**src/rtl/mc_ctrl.sv**
```systemverilog
// Multicycle MIPS-subset control unit.
// Walks each instruction through FETCH/DECODE/EXEC/MEM/WB. It drives the
// datapath enables and counts the cycles and retired instructions.
module mc_ctrl (
   input  logic        clk,
   input  logic        reset,
   input  logic [5:0]  opcode,
   input  logic [5:0]  funct,
   input  logic        zero,
   output logic [2:0]  state,
   output logic        pcWrite,
   output logic [1:0]  npcSel,
   output logic        irWrite,
   output logic        regWrite,
   output logic        memWrite,
   output logic [1:0]  regDst,
   output logic [1:0]  wdSel,
   output logic [2:0]  aluOp,
   output logic        aluSrcB,
   output logic        extOp,
   output logic        instrDone,
   output logic [31:0] cycleCnt,
   output logic [31:0] retireCnt
);

   typedef enum logic [2:0] {
      FETCH  = 3'd0,
      DECODE = 3'd1,
      EXEC   = 3'd2,
      MEM    = 3'd3,
      WB     = 3'd4
   } stateT;

   typedef enum logic [3:0] {
      CL_NOP  = 4'd0,
      CL_ADDU = 4'd1,
      CL_SUBU = 4'd2,
      CL_JR   = 4'd3,
      CL_ORI  = 4'd4,
      CL_LUI  = 4'd5,
      CL_LW   = 4'd6,
      CL_SW   = 4'd7,
      CL_BEQ  = 4'd8,
      CL_JAL  = 4'd9
   } instrClassT;

   stateT      stateReg;
   stateT      nextState;
   instrClassT classReg;
   instrClassT liveClass;

   assign state = stateReg;

   // Classify the instruction currently held in the IR; only consumed in DECODE
   always_comb begin
      liveClass = CL_NOP;
      case (opcode)
         6'h00: begin
            case (funct)
               6'h21:   liveClass = CL_ADDU;
               6'h23:   liveClass = CL_SUBU;
               6'h08:   liveClass = CL_JR;
               default: liveClass = CL_NOP;
            endcase
         end
         6'h0D:   liveClass = CL_ORI;
         6'h0F:   liveClass = CL_LUI;
         6'h23:   liveClass = CL_LW;
         6'h2B:   liveClass = CL_SW;
         6'h04:   liveClass = CL_BEQ;
         6'h03:   liveClass = CL_JAL;
         default: liveClass = CL_NOP;
      endcase
   end

   // Next-state selection; jumps and NOPs retire in DECODE, so they use the live class
   always_comb begin
      nextState = FETCH;
      case (stateReg)
         FETCH:  nextState = DECODE;
         DECODE: begin
            if (liveClass == CL_JR || liveClass == CL_JAL || liveClass == CL_NOP)
               nextState = FETCH;
            else
               nextState = EXEC;
         end
         EXEC: begin
            case (classReg)
               CL_ADDU, CL_SUBU, CL_ORI, CL_LUI: nextState = WB;
               CL_LW, CL_SW:                     nextState = MEM;
               default:                          nextState = FETCH;
            endcase
         end
         MEM:     nextState = (classReg == CL_LW) ? WB : FETCH;
         WB:      nextState = FETCH;
         default: nextState = FETCH;
      endcase
   end

   // State, latched class and the two free-running counters
   always_ff @(posedge clk) begin
      if (reset) begin
         stateReg  <= FETCH;
         classReg  <= CL_NOP;
         cycleCnt  <= 32'd0;
         retireCnt <= 32'd0;
      end else begin
         stateReg <= nextState;
         if (stateReg == DECODE)
            classReg <= liveClass;
         cycleCnt <= cycleCnt + 32'd1;
         if (instrDone)
            retireCnt <= retireCnt + 32'd1;
      end
   end

   // Datapath controls are decoded from the current state, not registered, because
   // DECODE jumps need the live class and BEQ must follow zero in the same cycle
   always_comb begin
      pcWrite   = 1'b0;
      npcSel    = 2'd0;
      irWrite   = 1'b0;
      regWrite  = 1'b0;
      memWrite  = 1'b0;
      regDst    = 2'd0;
      wdSel     = 2'd0;
      aluOp     = 3'd0;
      aluSrcB   = 1'b0;
      extOp     = 1'b0;
      instrDone = 1'b0;
      if (!reset) begin
         if (stateReg == EXEC || stateReg == MEM || stateReg == WB) begin
            case (classReg)
               CL_SUBU: aluOp = 3'd1;
               CL_ORI:  begin aluOp = 3'd2; aluSrcB = 1'b1; end
               CL_LUI:  begin aluOp = 3'd3; aluSrcB = 1'b1; end
               CL_LW, CL_SW: begin aluOp = 3'd0; aluSrcB = 1'b1; extOp = 1'b1; end
               CL_BEQ:  begin aluOp = 3'd1; extOp = 1'b1; end
               default: aluOp = 3'd0;
            endcase
         end
         case (stateReg)
            FETCH: begin
               irWrite = 1'b1;
               pcWrite = 1'b1;
            end
            DECODE: begin
               case (liveClass)
                  CL_JR: begin
                     pcWrite   = 1'b1;
                     npcSel    = 2'd3;
                     instrDone = 1'b1;
                  end
                  CL_JAL: begin
                     pcWrite   = 1'b1;
                     npcSel    = 2'd2;
                     regWrite  = 1'b1;
                     regDst    = 2'd2;
                     wdSel     = 2'd2;
                     instrDone = 1'b1;
                  end
                  CL_NOP:  instrDone = 1'b1;
                  default: instrDone = 1'b0;
               endcase
            end
            EXEC: begin
               if (classReg == CL_BEQ) begin
                  pcWrite   = zero;
                  npcSel    = 2'd1;
                  instrDone = 1'b1;
               end
            end
            MEM: begin
               if (classReg == CL_SW) begin
                  memWrite  = 1'b1;
                  instrDone = 1'b1;
               end
            end
            WB: begin
               regWrite  = 1'b1;
               instrDone = 1'b1;
               if (classReg == CL_ADDU || classReg == CL_SUBU)
                  regDst = 2'd1;
               if (classReg == CL_LW)
                  wdSel = 2'd1;
            end
            default: instrDone = 1'b0;
         endcase
      end
   end

endmodule

```
**config.mk**
```make
export PLATFORM = sky130hd
export DESIGN_NAME = mc_ctrl
export DESIGN_NICKNAME = d
export VERILOG_FILES = /design/src/rtl/mc_ctrl.sv
export SDC_FILE = /design/constraint.sdc
export NUM_CORES = 1
export LEC_CHECK = 0
export ABC_AREA = 1
export CAP_MARGIN = 25
export CORE_MARGIN = 2
export CORE_UTILIZATION = 47
export CTS_CLUSTER_DIAMETER = 200
export DETAILED_ROUTE_END_ITERATION = 16
export PLACE_DENSITY = 0.78
export REMOVE_ABC_BUFFERS = 1
export SKIP_LAST_GASP = 1
export SLEW_MARGIN = 30
export SYNTH_ARGS = -nofsm -noshare
export SYNTH_HDL_FRONTEND = slang
export SYNTH_SLANG_ARGS = --single-unit
```
**constraint.sdc**
```tcl
create_clock -name clk -period 1.59 [get_ports clk]
set_input_delay 0.318 -clock clk [delete_from_list [all_inputs] [get_ports clk]]
set_output_delay 0.318 -clock clk [all_outputs]
set_load 0.01 [all_outputs]
```
======== Word-level counts from Yosys, hierarchy flattened ========
Cells that the tools add are included.
word-level totals
  bits in registers ....................... 71
operators by class
  add/subtract/negate cells ............... 2
  equal/unequal tests ..................... 22
  reductions and logical operators ........ 15
  muxes and demuxes ....................... 42
operator list
  operator               count
  $add 32x1->32 const B  2
  $pmux 4 s7             1
  $eq 6x6->1 const B     4
  $mux 1                 22
  $eq 6x4->1 const B     3
  $eq 4x3->1 const B     4
  $pmux 2 s2             4
  $mux 2                 7
  $pmux 2 s3             2
  $pmux 3 s4             1
  $eq 4x2->1 const B     2
  $eq 4x4->1 const B     2
  $reduce_or 4->1        2
  $eq 3x2->1 const B     2
  $eq 6x2->1 const B     1
  $eq 6x3->1 const B     1
  $logic_not 6->1        1
  $pmux 3 s2             1
  $reduce_or 2->1        3
  $reduce_or 3->1        2
  $logic_or 1x1->1       5
  $eq 4x1->1 const B     1
  $logic_not 4->1        1
  $pmux 1 s4             1
  other kinds (6)        6

======== Depth between registers and ports, before layout ========
  word-level depth ........................ 8
  mapped depth ............................ 14

======== Worst setup path before layout ========
No wires, ideal clock.
  kind .................................... flip-flop to flip-flop
  start point ............................. register cycleCnt[0]
  end point ............................... register cycleCnt[30]
  path buffers ............................ 0
  library setup time ...................... 131 ps
  arrival time ............................ 1,560 ps
  slack ................................... -101 ps
  cell stages (with the launch flop) ...... 11
  cell sequence ........................... dfxtp_1 -> ha_1 -> nand2_1 -> nor2_4 -> nand3_2 -> nor3_2 -> nand3_2 -> nor2_2 -> nand2_1 -> nor2_1 -> nor3b_2
between the ends
  longest elaborated chain between the ends .. 1
ends and longest elaborated chain
  item                    line  text
  from (decl)             22    output logic [31:0] cycleCnt,
  from (signal assigned)  111   cycleCnt <= cycleCnt + 32'd1;
  $add 32x1->32           111
No other way between the ends.
A chain may end at the register's enable or synchronous reset.

======== Final worst setup path ========
  start point ............................. register classReg[1]
  end point ............................... output port aluOp[0]
between the ends
  longest elaborated chain between the ends .. 5
  elaborated cells between the ends (all ways) .. 8
  those cells by class .................... eq/ne (4); mux (3); reduce/logical (1)
ends and longest elaborated chain
  item                                      line  text
  from (decl)                               49    instrClassT classReg;
  from (signal assigned)                    110   classReg <= liveClass;
  $eq 4x4->1 or $eq 4x2->1 (tied branches)  133   case (classReg)
  $reduce_or 2->1 (no source line)          -
  $pmux 2 s3 *                              133
  $mux 2 *                                  132   if (stateReg == EXEC || stateReg == MEM || stateReg == WB) begin
  $mux 2 *                                  131   if (!reset) begin
  to (decl)                                 18    output logic [2:0] aluOp,
Every way passes the cells marked *; elsewhere a longest branch is shown, timed or not.

==> metrics.txt <==
clock skew about 15 ps; final non-filler cell total 1087; largest family of logic cells by synthesized area simple AND/OR/NAND/NOR gates; worst setup margin -360.2 ps; total power 4.258 mW; Starting Density 47.88%; Slew headroom a little under three fifths; crit path launch type flop; routed len/inst 15.50 um; fin area 0.007426 mm2; Num CTS Buffers 9; full die area 0.01063 mm2; drt initial violations 362; Final Hold Viols 0; total gr overflow 0; Worst Max-Slew Pin Slew 673.8 ps; first-pass detailed-route iteration total 4; diode count 0; DP Area around 0.0064 mm2; area of the multi-input gates 0.003229 mm2; Yosys top cell by area dfxtp_1; Max Used Layer met4; Pwr per Cell Area 573.5 mW/mm2; critical path class flop to output port; xor/xnor share of the synthesized area 2.467%; fmax approximately 510 MHz; Hold Buf Count CTS 0; Final period util 122.7%; RSZ-0062 raised after global routing true; CTS tree done; syn avg cell area 6.384 um2; YS warnings 0; GPL Wtd Cong approximately 0.94; reg2reg setup slack -290 ps; largest net degree at the start of global routing about 50; CTS H-Tree Depth 3; Synth Area in Adders 0.5422%; failing checks negative setup slack; post-synth top area share between 30% and 40%; fillers between 700 and 800; Vias/cell 5.396; first-pass GRT wire length approximately 26000 um; HPWL after DPL 10870 um; Synth cell types between 40 and 50; Die Y between 100 and 150 um; Worst IR Drop VDD 0.5472 mV; share of layout cells above drive strength 1 37.84%; FP Rows 36; latest clock arrival within the worst-skew pair 360 ps; Worst Hold Depth 3; post-route ant nets 0; total number of vias just under 6k; CP Capture Type output port; metal3 WL 919 um; nets@finish 966; Post-synth EDFFs 0; HP Start reset; crit path DAT approximately 1600 ps; IO Pins 98; crit path time final between 1500 and 2000 ps; Metal-1 WL 6559 um; Clk pin slew, worst setup/hold paths 90 ps; capturing point of the worst reg2reg path retireCnt[7]; Worst Path Required around 1300 ps; post-route DRC violation count 0; P&R area growth vs syn 60.88%; sum of negative setup slack -12510 ps; number of buffers added on ports 96; sequential-to-total area share from yosys stat between 30% and 40%; area of all sequential standard cells 0.001481 mm2; Synth Area in Compound Gates 8.078%; Core ar. 0.009639 mm2; number of synthesized register bits 71; GRT Total Usage 30.24%; Routed WL 16850 um; share of flip-flops with an asynchronous set or reset 0%; mux contribution to synthesized area 0%; CTS max path bufs 2; worst min path class input port to flop; Placed Cells 1039; Slew Limit Fails 0; gate count after technology mapping 723; status finished with violations; Post-synth top flop dfxtp_1; Synth Area in Simple Gates a little under half; total leakage power 3.517 nW; clock sink count 71; Reg2Reg Depth 10; final hold slack 321.7 ps; number of max-cap violations 0; initial antenna violation count 0; chip width 103.1 um; number of setup violations in the final report 60; Root Buffer Master clkbuf_8; metal2 WL 8773 um; post-synth design cell area 0.004616 mm2; CP max FO 4; ranking of synthesized cells by area dfxtp_1, nand2_1, nor2_1; number of global-route vias before repair 5657; Hold Crit Endpoint cycleCnt[0]; Crit Reg-Reg Startpoint classReg[1]
power by group:
part           leakage, nW  switching (mW)  internal (mW)  total [mW]
Combinational         2.80           0.340          0.236       0.576
Clock                0.126           0.801           1.06        1.87
Sequential           0.594          0.0210           1.79        1.82
flip-flops by register name, summed over array words and instances, names as in the netlist:
signal and cells:
cycleCnt 32, retireCnt 32, classReg 4, state 3
cell type report:
cell class              instances  share of cell area [%]
inverters                      93                   4.802
clock inverters                 7                   1.719
multi-input cells             537                   43.49
clock buffers                   9                   1.668
well taps                     133                   2.241
flip-flops and latches         71                   19.95
repair buffers                237                   26.13
routing by layer:
layer | global-route usage [%] | vias to the layer above
li1 | - | 2792
met1 | 34.01 | 2761
met2 | 55.54 | 246
met3 | 4.881 | 66
met4 | 13.97 | 0
met5 | 0 | -
stage by stage:
step | util [%] | setup slack [ps]
after floorplan | - | -365.3
after global placement | 66.67 | -934.3
after detailed placement | 66.67 | -1002
after CTS | 72.87 | -403.0
after global routing | 77.04 | -460.1
final | 77.04 | -360.2
logic make-up (layout without fill, tap and decap cells):
group                    Yosys count  in the layout
AND/OR/NAND/NOR                  458            458
buffers and inverters            115            346
flip-flops                        71             71
AO/OA/AOI/OAI                     63             63
XOR/XNOR                          13             13
adder cells (fa/ha/maj)            2              2
other                              1              1
worst max path at each step:
stage	slack (ps)	to	startpoint
2_1_floorplan	-370	instrDone	state[1]
3_3_place_gp	-930	pcWrite	opcode[5]
3_5_place_dp	-1000	pcWrite	opcode[2]
4_1_cts	-400	instrDone	classReg[1]
5_1_grt	-460	aluOp[0]	classReg[1]
6_report	-360	aluOp[0]	classReg[1]
cell usage in the layout (no fill, tap or decap), types with 8 or more instances in the layout:
cell type	Yosys	routed
buf_6	3	19
xor2_1	11	10
nor3_1	23	16
nor2_1	120	94
dlygate4sd2_1	0	63
a21oi_2	8	11
a21oi_1	30	27
nand2_4	3	10
o21ai_0	14	8
nand3_1	36	30
dfxtp_2	0	36
nand4_1	41	41
nor2_2	4	12
inv_2	15	17
clkbuf_8	0	9
inv_1	77	72
nand3b_1	10	10
buf_4	4	126
nand3_4	2	9
nand2_1	178	161
nor2_4	5	23
dfxtp_1	71	31
nand2_2	9	19
buf_2	5	15
synthesized netlist by cell type (2+ instances only):
cell type  number
clkbuf_1        8
nand3_1        36
inv_1          77
inv_2          15
nand3b_1       10
nor3_1         23
a21oi_1        30
nand3_4         2
nand3_2         6
nor2_2          4
a221oi_1        2
nand2_4         3
buf_4           4
nand2_2         9
nor4_1          4
or2_0           2
nor2_4          5
xor2_1         11
o21a_1          3
buf_6           3
a21oi_2         8
ha_1            2
nand2_1       178
o21ai_1         2
nor2_1        120
o21ai_0        14
nor3_2          5
buf_2           5
xnor2_1         2
dfxtp_1        71
nor3b_1         6
nand4_1        41
critical path: stages, from the launching register on:
cell	delay (ps)
dfxtp_2	330
inv_2	70
buf_4	100
buf_4	90
buf_4	130
nor2_4	40
a221oi_2	290
nor2_1	80
buf_2	140
repair_timing:
action,CTS,global route
buffers inserted,20,13
gates resized for setup,267,84
pin swaps,49,44
setup endpoints to repair,122,72
Note: power is estimated with default switching activity, not from simulation.
